`config.mk`:
```
export PLATFORM = sky130hd
export DESIGN_NAME = i2c_write_master_flat
export DESIGN_NICKNAME = d
export VERILOG_FILES = /design/src/rtl/i2c_write_master_pkg.sv /design/src/rtl/i2c_write_master_if.sv /design/src/rtl/i2c_write_master_tick_gen.sv /design/src/rtl/i2c_write_master.sv /design/src/flat_wrapper.sv
export SDC_FILE = /design/constraint.sdc
export NUM_CORES = 1
export LEC_CHECK = 0
export ABC_AREA = 1
export CORE_ASPECT_RATIO = 1.25
export CORE_UTILIZATION = 59
export DETAILED_ROUTE_END_ITERATION = 6
export GPL_ROUTABILITY_DRIVEN = 1
export PLACE_DENSITY = 0.84
export SKIP_CTS_REPAIR_TIMING = 1
export SLEW_MARGIN = 10
export SYNTH_ARGS = -nofsm -noshare
export SYNTH_HDL_FRONTEND = slang
export SYNTH_SLANG_ARGS = --single-unit
export TNS_END_PERCENT = 50
```
`constraint.sdc`:
```
create_clock -name i_clk -period 3.5 [get_ports i_clk]
set_clock_uncertainty 0.15 [all_clocks]
set_input_delay 0.525 -clock i_clk [delete_from_list [all_inputs] [get_ports i_clk]]
set_output_delay 0.525 -clock i_clk [all_outputs]
set_load 0.01 [all_outputs]
```
`src/rtl/i2c_write_master_pkg.sv`:
```
// Shared types and constants for the single-byte I2C write master.
// Also holds the per-state SCL/SDA drive table, so every bus level lives in one place.
package i2c_pkg;

  typedef enum logic [2:0] {
    IDLE  = 3'd0,
    START = 3'd1,
    ADDR  = 3'd2,
    ACK_A = 3'd3,
    DATA  = 3'd4,
    ACK_D = 3'd5,
    STOP  = 3'd6
  } i2c_state_t;

  typedef logic [1:0] qtr_t;

  localparam logic        I2C_WRITE = 1'b0;
  localparam int unsigned ADDR_BITS = 8;
  localparam int unsigned DATA_BITS = 8;

  // Returns {scl, sda} for a state/quarter; b is the bit shown during data slots.
  function automatic logic [1:0] bus_drive(input i2c_state_t s, input qtr_t q, input logic b);
    logic [1:0] d;
    d = 2'b11;
    case (s)
      START:        d = (q == 2'd2) ? 2'b10 : ((q == 2'd3) ? 2'b00 : 2'b11);
      ADDR, DATA:   d = {q[1], b};
      ACK_A, ACK_D: d = {q[1], 1'b1};
      STOP:         d = (q == 2'd0) ? 2'b00 : ((q == 2'd1) ? 2'b10 : 2'b11);
      default:      d = 2'b11;
    endcase
    return d;
  endfunction

endpackage

```
`src/rtl/i2c_write_master_if.sv`:
```
// Request, status and open-drain bus signals of the I2C write master.
interface i2c_write_master_if;
  logic       start;
  logic [6:0] addr;
  logic [7:0] data;
  logic       sda_i;
  logic       scl_o;
  logic       sda_o;
  logic       busy;
  logic       done;
  logic       nack;

  modport master (
    input  start, addr, data, sda_i,
    output scl_o, sda_o, busy, done, nack
  );

  modport slave (
    output start, addr, data, sda_i,
    input  scl_o, sda_o, busy, done, nack
  );
endinterface

```
`src/rtl/i2c_write_master_tick_gen.sv`:
```
// Quarter-period divider: o_qtick is high on the last clk cycle of every quarter.
// Cleared on accept so the first quarter of a transfer is always full length.
module i2c_tick_gen #(
  parameter int unsigned CLK_DIV = 4
) (
  input  logic i_clk,
  input  logic i_reset,
  input  logic i_clear,
  output logic o_qtick
);

  logic [7:0] r_cnt;
  logic       w_last;

  assign w_last  = (r_cnt == 8'(CLK_DIV - 1));
  assign o_qtick = w_last;

  always_ff @(posedge i_clk) begin
    if (i_reset || i_clear) begin
      r_cnt <= '0;
    end else if (w_last) begin
      r_cnt <= '0;
    end else begin
      r_cnt <= r_cnt + 8'd1;
    end
  end

endmodule

```
`src/rtl/i2c_write_master.sv`:
```
// Single-byte I2C write initiator: START, address+W, data byte, STOP, with ACK sampling.
//   state | meaning
//   IDLE  | bus released, waiting for start
//   START | SDA falls while SCL high
//   ADDR  | 7-bit address + R/W=0, MSB first
//   ACK_A | SDA released, target ACK to address sampled
//   DATA  | data byte, MSB first
//   ACK_D | SDA released, target ACK to data sampled
//   STOP  | SDA rises while SCL high, then back to IDLE
module i2c_write_master
  import i2c_pkg::*;
#(
  parameter int unsigned CLK_DIV = 4
) (
  input  logic                 i_clk,
  input  logic                 i_reset,
  i2c_write_master_if.master   io_bus
);

  i2c_state_t r_state, w_state_nxt;
  qtr_t       r_q, w_q_nxt;
  logic [2:0] r_bit, w_bit_nxt;
  logic [7:0] r_shift, w_shift_nxt;
  logic [7:0] r_data, w_data_nxt;
  logic       r_nack, w_nack_nxt;
  logic       r_busy, w_busy_nxt;
  logic       r_done, w_done_nxt;
  logic       r_scl, w_scl_nxt;
  logic       r_sda, w_sda_nxt;
  logic       w_accept;
  logic       w_qtick;

  i2c_tick_gen #(
    .CLK_DIV (CLK_DIV)
  ) u_tick (
    .i_clk   (i_clk),
    .i_reset (i_reset),
    .i_clear (w_accept),
    .o_qtick (w_qtick)
  );

  always_ff @(posedge i_clk) begin
    if (i_reset) begin
      r_state <= IDLE;
      r_q     <= '0;
      r_bit   <= '0;
      r_shift <= '0;
      r_data  <= '0;
      r_nack  <= 1'b0;
      r_busy  <= 1'b0;
      r_done  <= 1'b0;
      r_scl   <= 1'b1;
      r_sda   <= 1'b1;
    end else begin
      r_state <= w_state_nxt;
      r_q     <= w_q_nxt;
      r_bit   <= w_bit_nxt;
      r_shift <= w_shift_nxt;
      r_data  <= w_data_nxt;
      r_nack  <= w_nack_nxt;
      r_busy  <= w_busy_nxt;
      r_done  <= w_done_nxt;
      r_scl   <= w_scl_nxt;
      r_sda   <= w_sda_nxt;
    end
  end

  always_comb begin
    w_state_nxt = r_state;
    w_q_nxt     = r_q;
    w_bit_nxt   = r_bit;
    w_shift_nxt = r_shift;
    w_data_nxt  = r_data;
    w_nack_nxt  = r_nack;
    w_busy_nxt  = r_busy;
    w_done_nxt  = 1'b0;
    w_accept    = 1'b0;

    if (r_state == IDLE) begin
      if (io_bus.start) begin
        w_accept    = 1'b1;
        w_state_nxt = START;
        w_q_nxt     = '0;
        w_bit_nxt   = '0;
        w_shift_nxt = {io_bus.addr, I2C_WRITE};
        w_data_nxt  = io_bus.data;
        w_nack_nxt  = 1'b0;
        w_busy_nxt  = 1'b1;
      end
    end else if (w_qtick) begin
      w_q_nxt = r_q + 2'd1;
      // SCL has been high for the whole of Q2, so its last cycle is a safe sample point.
      if ((r_state == ACK_A || r_state == ACK_D) && r_q == 2'd2) begin
        w_nack_nxt = r_nack | io_bus.sda_i;
      end
      if (r_q == 2'd3) begin
        case (r_state)
          START: begin
            w_state_nxt = ADDR;
            w_bit_nxt   = '0;
          end
          ADDR: begin
            if (r_bit == 3'(ADDR_BITS - 1)) begin
              w_state_nxt = ACK_A;
              w_bit_nxt   = '0;
            end else begin
              w_bit_nxt   = r_bit + 3'd1;
              w_shift_nxt = {r_shift[6:0], 1'b0};
            end
          end
          ACK_A: begin
            if (r_nack) begin
              w_state_nxt = STOP;
            end else begin
              w_state_nxt = DATA;
              w_shift_nxt = r_data;
              w_bit_nxt   = '0;
            end
          end
          DATA: begin
            if (r_bit == 3'(DATA_BITS - 1)) begin
              w_state_nxt = ACK_D;
              w_bit_nxt   = '0;
            end else begin
              w_bit_nxt   = r_bit + 3'd1;
              w_shift_nxt = {r_shift[6:0], 1'b0};
            end
          end
          ACK_D: begin
            w_state_nxt = STOP;
          end
          STOP: begin
            w_state_nxt = IDLE;
            w_busy_nxt  = 1'b0;
            w_done_nxt  = 1'b1;
          end
          default: begin
            w_state_nxt = IDLE;
            w_busy_nxt  = 1'b0;
          end
        endcase
      end
    end

    // Drive levels come from the next state so they appear on the quarter's first cycle.
    {w_scl_nxt, w_sda_nxt} = bus_drive(w_state_nxt, w_q_nxt, w_shift_nxt[7]);
  end

  assign io_bus.scl_o = r_scl;
  assign io_bus.sda_o = r_sda;
  assign io_bus.busy  = r_busy;
  assign io_bus.done  = r_done;
  assign io_bus.nack  = r_nack;

endmodule

```
`src/flat_wrapper.sv`:
```
// flat-port wrapper written by rule: the top's interface ports become plain ports
module i2c_write_master_flat import i2c_pkg::*;
#(
  parameter int unsigned CLK_DIV = 4
)
  (i_clk, i_reset, io_bus_start, io_bus_addr, io_bus_data, io_bus_sda_i, io_bus_scl_o, io_bus_sda_o, io_bus_busy, io_bus_done, io_bus_nack);
  i2c_write_master_if io_bus_i ();
  input  logic i_clk;
  input  logic i_reset;
  input wire logic [$bits(io_bus_i.start)-1:0] io_bus_start;
  input wire logic [$bits(io_bus_i.addr)-1:0] io_bus_addr;
  input wire logic [$bits(io_bus_i.data)-1:0] io_bus_data;
  input wire logic [$bits(io_bus_i.sda_i)-1:0] io_bus_sda_i;
  output wire logic [$bits(io_bus_i.scl_o)-1:0] io_bus_scl_o;
  output wire logic [$bits(io_bus_i.sda_o)-1:0] io_bus_sda_o;
  output wire logic [$bits(io_bus_i.busy)-1:0] io_bus_busy;
  output wire logic [$bits(io_bus_i.done)-1:0] io_bus_done;
  output wire logic [$bits(io_bus_i.nack)-1:0] io_bus_nack;
  assign io_bus_i.start = io_bus_start;
  assign io_bus_i.addr = io_bus_addr;
  assign io_bus_i.data = io_bus_data;
  assign io_bus_i.sda_i = io_bus_sda_i;
  assign io_bus_scl_o = io_bus_i.scl_o;
  assign io_bus_sda_o = io_bus_i.sda_o;
  assign io_bus_busy = io_bus_i.busy;
  assign io_bus_done = io_bus_i.done;
  assign io_bus_nack = io_bus_i.nack;
  i2c_write_master #(.CLK_DIV(CLK_DIV)) u_core (.i_clk(i_clk), .i_reset(i_reset), .io_bus(io_bus_i));
endmodule
```
Word level (Yosys, flattened, before mapping)
Index checks and enable logic that the tools add are counted.
Widths: inputs -> output; s select.
{"block": "totals", "regBits": 37, "inputBits": 19, "out_inout_bits": 5, "elab_cells": 104}
{"block": "classes", "addsub": 3, "n_eq_ne": 23, "mux": 42, "n_bitwise": 3, "n_reduce_logical": 21}
{"op": "$mux 8", "n": 6}
{"op": "$mux 3", "n": 12}
{"op": "$eq 3x3->1 const B", "n": 7}
{"op": "$pmux 8 s2", "n": 1}
{"op": "$pmux 3 s5", "n": 1}
{"op": "$mux 2", "n": 7}
{"op": "$mux 1", "n": 13}
{"op": "$eq 3x2->1 const B", "n": 4}
{"op": "$pmux 3 s3", "n": 1}
{"op": "$add 8x1->8 const B", "n": 1}
{"op": "$eq 2x2->1 const B", "n": 4}
{"op": "$eq 8x2->1 const B", "n": 1}
{"op": "$pmux 2 s4", "n": 1}
{"op": "$reduce_or 2->1", "n": 4}
{"op": "$eq 3x1->1 const B", "n": 2}
{"op": "$reduce_and 6->1", "n": 1}
{"op": "$reduce_bool 2->1", "n": 3}
{"op": "$reduce_and 5->1", "n": 1}
{"op": "$reduce_or 5->1", "n": 1}
{"op": "$reduce_and 4->1", "n": 1}
{"op": "$reduce_bool 4->1", "n": 1}
{"op": "$reduce_or 4->1", "n": 1}
{"op": "$add 3x1->3 const B", "n": 1}
{"op": "$logic_not 3->1", "n": 1}
{"op": "other kinds (14)", "n": 16}

Longest topological paths before layout
{"block": "depth", "ltp_word": 9, "depth_mapped": 15}

Modules after synthesis
A second synthesis with hierarchy kept.
{"block": "hier_totals", "hier_cells": 303, "hier_area_um2": 2150.8}
{"module": "i2c_write_master", "n_inst": 1, "cells_each": 237, "area_each_um2": 1691.6, "seq_area_each_um2": 580.6}
{"module": "i2c_tick_gen", "n_inst": 1, "cells_each": 66, "area_each_um2": 459.2, "seq_area_each_um2": 160.2}

Least setup slack after synthesis
No wires, ideal clock.
{"block": "synth_path", "path_kind": "reg2reg", "start": "reg u_core.r_state[1]", "end": "reg u_core.r_scl (netlist: u_core.io_bus.scl_o)", "t_arrival_ns": 1.584, "required_time_ns": 3.233, "setup_slack_ns": 1.649, "stages_incl_launch_ff": 14, "n_path_buf": 0, "period_less_slack_ns": 1.851, "cell_sequence": "dfxtp_1 -> inv_2 -> ha_1 -> inv_1 -> nand2_1 -> nand3_1 -> nor2_1 -> nor2_2 -> nor2_1 -> nand2_1 -> nand3_1 -> nand2_1 -> inv_1 -> nand2_1"}
{"block": "synth_via", "elab_chain_cells": 8, "word_cells_on_any_way": 29, "cone_classes": "eq/ne (13); mux (12); reduce/logical (4)"}
{"element": "start: declaration", "line": "i2c_write_master.sv:20", "rtl": "i2c_state_t r_state, w_state_nxt;"}
{"element": "start signal: assignment", "line": "i2c_write_master.sv:55", "rtl": "r_state <= w_state_nxt;"}
{"element": "$eq 3x3->1 (tied with other cells)", "line": "i2c_write_master.sv:97", "rtl": "case (r_state)"}
{"element": "$pmux 3 s5", "line": "i2c_write_master.sv:97"}
{"element": "$mux 3", "line": "i2c_write_master.sv:96", "rtl": "if (r_q == 2'd3) begin"}
{"element": "$mux 3", "line": "i2c_write_master.sv:90", "rtl": "end else if (w_qtick) begin"}
{"element": "$mux 3", "line": "i2c_write_master.sv:79", "rtl": "if (r_state == IDLE) begin"}
{"element": "$eq 3x2->1 / $eq 3x3->1 (equally long branches)", "line": "i2c_write_master_pkg.sv:25", "rtl": "case (s)"}
{"element": "$reduce_or 2->1", "line": "i2c_write_master_pkg.sv:25"}
{"element": "$pmux 2 s4 *", "line": "i2c_write_master_pkg.sv:25"}
{"element": "end signal: assignment", "line": "i2c_write_master.sv:63", "rtl": "r_scl <= w_scl_nxt;"}
{"element": "end: declaration", "line": "i2c_write_master.sv:28", "rtl": "logic r_scl, w_scl_nxt;"}
Mark *: on every way between the ends. The rest lies on a longest branch, timed or not.
A chain may end at the register's enable or synchronous reset.

Final worst setup path
Same ends and word-level chain as after synthesis.

==> impl_metrics.toml <==
[run_status]
outcome = "completed"

[finish]
fin_util_pct = 71.8
n_antenna_cell = 0
finalNonFillerCells = 353
final_nets = 341
drive_gt1_share_pct = 8.86
area_growth_pct = 17.4

[detailed_routing]
via_per_inst = 5.38
drt_wl_total_um = 4370
drc_errors = 0
drt_iter0_drc = 81
ant_nets = 0
vias = 1900
dr.pass1.iters = 4
post_drt_wl_per_cell_um = 12.4

[clocking]
clk_path_buf_depth = 2
root_buffer = "clkbuf_8"
cts_tree = "done"
clock_sinks = 37
clock_latency_ns = 0.30
htreeDepth = 2
clkSlewWorstSetupHoldPaths_ns = 0.07
cts_buffers = 5

[worst_hold_path]
min_to = "u_core.u_tick.r_cnt[0]$_SDFF_PP0_"
hold_start = "u_core.u_tick.r_cnt[0]$_SDFF_PP0_"
min_path_cells = 1
hold_class = "flip-flop to flip-flop"

[critical_path]
r2r_start = "u_core.r_state[1]$_SDFF_PP0_"
rrSetupSlack_ns = 1.31
cp.required_ns = 3.54
critPathArrivalTime_ns = 2.23
rr_worst_depth = 14
start_kind = "flip-flop"
crit_type = "flip-flop to flip-flop"
reg2reg_to = "u_core.io_bus.scl_o$_SDFF_PP1_"
crit_fanout = 7
end_kind = "flip-flop"

[sta]
layout_setup_ws_ns = 1.31
rsz0062_at_grt = "no"
min_period_ns = 2.19
hold_viol = 0
slew_viol_final = 0
fin_crit_sh_pct = 62.5
relSlewSlack_pct = 67.5
setup_viol = 0
max_freq_mhz = 457
tns_ns = 0
worstMarginPinSlew_ns = 0.485

[synth]
synth_ff_type = "dfxtp_1"
synth_area_um2 = 1950
yosys_warnings = 0
synthArstFlopShare_pct = 0
yosysTopAreaCell = "dfxtp_1"
syn_inst = 290
synth_edf_count = 0
synthTopCellsByArea = "dfxtp_1, nand2_1, nor2_1"
synth_cell_types = 28
ys_seq_elements = 37
synthesis.nets = 316
synth.most_common_cell = "nand2_1"
synth_common_cells = "nand2_1, nor2_1, dfxtp_1, inv_1, o21ai_0"
yosysSeqAreaShare_pct = 37.9
synth_top_area_share_pct = 37.9
synth_area_per_cell_um2 = 6.73

[pwr]
total_power_w = 0.000863
p_leak_nw = 0.980
irDropWorstVdd_uv = 334
power_density_nw_per_um2 = 376

[placed_design]
place_inst = 345
place_ws_ns = 1.11
gp_congestion = 0.863
hpwl_um = 3280
io_buffer_count = 23

[die]
rows = 23
io_pins = 24
die_height_um = 66.3
start_util_pct = 61.1
die_w_um = 53.5
core-area_um2 = 3190
fp.dieArea_um2 = 3550

[run]
drv_cap = 0

[global_routing]
antenna_found_initial = 0
grt.total_usage_pct = 29.0
grt_pass1_wl_um = 7320
grt-ovfl-total = 0
grt_max_degree = 18
first_global_vias = 1729
-- worst max-delay path by stage --
stage	start	endpoint	slack (ns)	cells past startpoint
3_3_place_gp	io_bus_start	u_core.io_bus.scl_o$_SDFF_PP1_	1.16	10
6_report	u_core.r_state[1]$_SDFF_PP0_	u_core.io_bus.scl_o$_SDFF_PP1_	1.31	14
4_1_cts	u_core.r_state[1]$_SDFF_PP0_	u_core.io_bus.scl_o$_SDFF_PP1_	1.35	14
2_1_floorplan	u_core.r_state[1]$_SDFF_PP0_	u_core.io_bus.scl_o$_SDFF_PP1_	1.65	13
5_1_grt	u_core.r_state[1]$_SDFF_PP0_	u_core.io_bus.scl_o$_SDFF_PP1_	1.11	14
3_5_place_dp	io_bus_start	u_core.r_bit[0]$_SDFFE_PP0P_	1.11	8
-- metal layers --
metal	up-vias	share of wire (%)	global-route usage, %
li1	990	-	-
met1	853	43	32.9
met2	49	51	49.4
met3	8	3.9	6.21
met4	0	2.7	14.8
met5	-	0	0
-- layout make-up --
class                      count  area, um^2
multi-input combinational    213        1050
inverter                      34         130
tap                           37        46.3
sequential                    37         741
clock buffer                   5        68.8
timing repair buffer          24         238
fill                         260         902
clock inverter                 3        17.5
-- flip-flops by register name, summed over array words and instances, names as in the netlist --
name / count
u_core.io_bus.busy: 1
u_core.io_bus.done: 1
u_core.io_bus.nack: 1
u_core.io_bus.scl_o: 1
u_core.io_bus.sda_o: 1
u_core.r_bit: 3
u_core.r_data: 8
u_core.r_q: 2
u_core.r_shift: 8
u_core.r_state: 3
u_core.u_tick.r_cnt: 8
-- critical path: stages (launching register included) --
cell and delay [ns]:
dfxtp_1 0.50, inv_2 0.13, ha_1 0.31, inv_1 0.06, nand2_1 0.09, nand2_1 0.08, nand3_1 0.07, nand2_1 0.07
nand2_2 0.07, nor2_1 0.16, nand2_1 0.12, nand3_1 0.09, nand2_1 0.05, inv_1 0.07, nand2_1 0.05
-- per-stage QoR --
stage / area, um^2 / hold slack, ns
global route: 2290 / 0.325
CTS: 2290 / 0.306
detailed placement: 2210 / 0.288
global placement: 2210 / 0.281
finish: 2290 / 0.303
floorplan: 1950 / 0.268
-- power by group --
| part | internal (W) | switching [W] |
|---|---|---|
| clock network | 0.000137 | 0.000157 |
| registers | 0.000442 | 0.0000156 |
| logic | 0.0000504 | 0.0000610 |
-- placed cells by master (no fill, tap or decap), drive strengths merged --
cell / count
buf: 1
ha: 7
clkbuf: 5
nor3: 4
nand2: 70
nor4: 1
or2: 1
inv: 33
nor2: 59
o2111ai: 1
clkinvlp: 1
clkinv: 3
dfxtp: 37
a21oi: 19
nand3: 15
a32oi: 6
nand4: 4
o21ai: 24
clkdlybuf4s50: 23
a31oi: 2
-- logic make-up after synthesis --
family	synth area share (%)
compound gates	15.7
fa+ha+maj	4.48
buf+inv	8.26
flops	37.9
simple gates	33.6
No activity file was read; power rests on OpenSTA's default activity.
==> variant, RTL diff (config.mk and constraints unchanged) <==
Reset style: asynchronous (`i_reset`), changed in one clocked block.
--- a/src/rtl/i2c_write_master.sv
+++ b/src/rtl/i2c_write_master.sv
@@ -39,7 +39,7 @@
     .o_qtick (w_qtick)
   );
 
-  always_ff @(posedge i_clk) begin
+  always_ff @(posedge i_clk or posedge i_reset) begin
     if (i_reset) begin
       r_state <= IDLE;
       r_q     <= '0;
Check against the original RTL: differs if i_reset is asserted again (counterexample within 4 cycles, from zero or initial values and one cycle with i_reset high); with i_reset held inactive, the same outputs for 10 cycles.
==> variant against the original RTL <==
  * Final area increased by 6.5%
  * Setup slack improved by 66 ps
  * Area after synthesis increased by 5.3%
  * Count of clock-buffer cells in the layout increased by 2
  * Maximum frequency increased by 3.1%
  * Sequential share of layout area increased by 4.1 points
  * Synthesized cell count decreased by 9.3%
  * Sequential cell count unchanged
  * Wire length decreased by 8.4%
  * Largest cell class unchanged
Power is not compared: it rests on default switching activity, and its combinational part moved more than twofold at a synthesized area within 25%.
==> variant: results <==
[status]
outcome = "finished clean"

[yosys]
synth_fp_nets = 289
syn_inst = 263
synthTopCellsByArea = "dfrtp_1 33%, nand2_1 14%, dfxtp_1 7.8%"
async_reset_ff_share_pct = 78.4
synth_warnings = 0
ys_seq_area_share_pct = 43.2
synth_ff_type = "dfrtp_1"
yosysUniqueCellTypes = 36
ys_top_cells_by_count = "79 x nand2_1, 31 x inv_1, 27 x dfrtp_1"

[drt]
dr.pass1.iters = 5
vias_per_cell = 5.26
wl_per_cell_microns = 12.1
vias = 1735
drt-initial-drc-count = 62

[critical_path]
slowest_stage = "dfrtp_1"
arrival_ps = 2140
slowest_delay_ps = 450
cp_max_fo = 21

[sta]
tightest_slew_ps = 549

[global_routing]
grt_pass1_wl_mm = 6.81
grt_use_total_pct = 25.8
grt_max_degree = 22
grt_pass1_vias = 1585

[finish]
drive_above_1_share_pct = 13.3
fill_cells = 255

[place]
gp_congestion = 0.921
place_inst = 322
dp_hpwl_mm = 3.01

[clocking]
clock_latency_ps = 280
[variant: cell types whose count changed after synthesis, sizes merged, moves of 4 or more]
| cell | change |
|---|---|
| inv | +5 |
| a32oi | -4 |
| dfxtp | -29 |
| nor2 | -34 |
| a22oi | +4 |
| clkbuf | -4 |
| dfrtp | +27 |
| nand3 | +10 |
| nand2 | +14 |
| a21oi | -14 |
| o21ai | -7 |
[variant: final timing paths]
| check | startpoint | to | slack, ps | depth (start not counted) |
|---|---|---|---|---|
| hold reg to reg | u_core.u_tick.r_cnt[0] | u_core.u_tick.r_cnt[0] | 310 | 1 |
| setup / recovery | u_core.r_state[0] | u_core.r_shift[5] | 1380 | 10 |
| min in group asynchronous | i_reset | u_core.r_data[1] | 540 | 2 |
| setup reg to reg | u_core.r_state[0] | u_core.r_shift[5] | 1380 | 10 |
| hold / removal | u_core.u_tick.r_cnt[0] | u_core.u_tick.r_cnt[0] | 310 | 1 |
| max in group asynchronous | i_reset | u_core.r_bit[2] | 2060 | 3 |
[variant: worst max-delay path, delay by kind of cell (launching register included)]
kind                   cells  cell delay, ps
AO/OA/AOI/OAI              2             270
flip-flops                 1             450
AND/OR/NAND/NOR            5             630
buffers and inverters      3             510
[variant: area by class of cell]
cell class	count	area share (%)
Sequential cell	37	36.4
Clock buffer	7	3.54
Timing Repair Buffer	24	9.74
Clock inverter	1	1.23
Inverter	38	5.84
Multi-Input combinational cell	186	41.4
Tap cell	37	1.90
[variant: cell families (layout without fill, tap and decap cells)]
logic type,count (synthesis),in the layout,share of synthesized area [%]
AOI/OAI and AO/OA,33,33,10.3
xor gates and xnor gates,1,1,0.426
adders and majority gates,7,7,4.26
buffers and inverters,40,70,7.72
DFF,37,37,43.2
muxes,1,1,0.487
and+or+nand+nor,144,144,33.6
[variant: routing by layer]
layer	GRT usage [%]	up-vias	wire, microns
met5	0	-	0
met4	9.29	0	49
met3	6.22	4	148
met2	41.3	34	1880
met1	33.2	794	1920
li1	-	903	-
[variant: through the flow]
| stage | cell area [sq um] | util [%] | worst slack [ps] |
|---|---|---|---|
| floorplan | 2060 | - | 1740 |
| global placement | 2320 | 71.5 | 1170 |
| detailed placement | 2320 | 71.5 | 1100 |
| CTS | 2440 | 75.1 | 1380 |
| global route | 2440 | 75.1 | 1190 |
| finish | 2440 | 75.1 | 1380 |
[variant: where the power goes]
part           leakage [nW]  switching, W  total [W]  internal [W]
Sequential            0.422     0.0000899   0.000650      0.000560
Combinational         0.707      0.000328   0.000527      0.000199
Clock                0.0585      0.000149   0.000382      0.000232
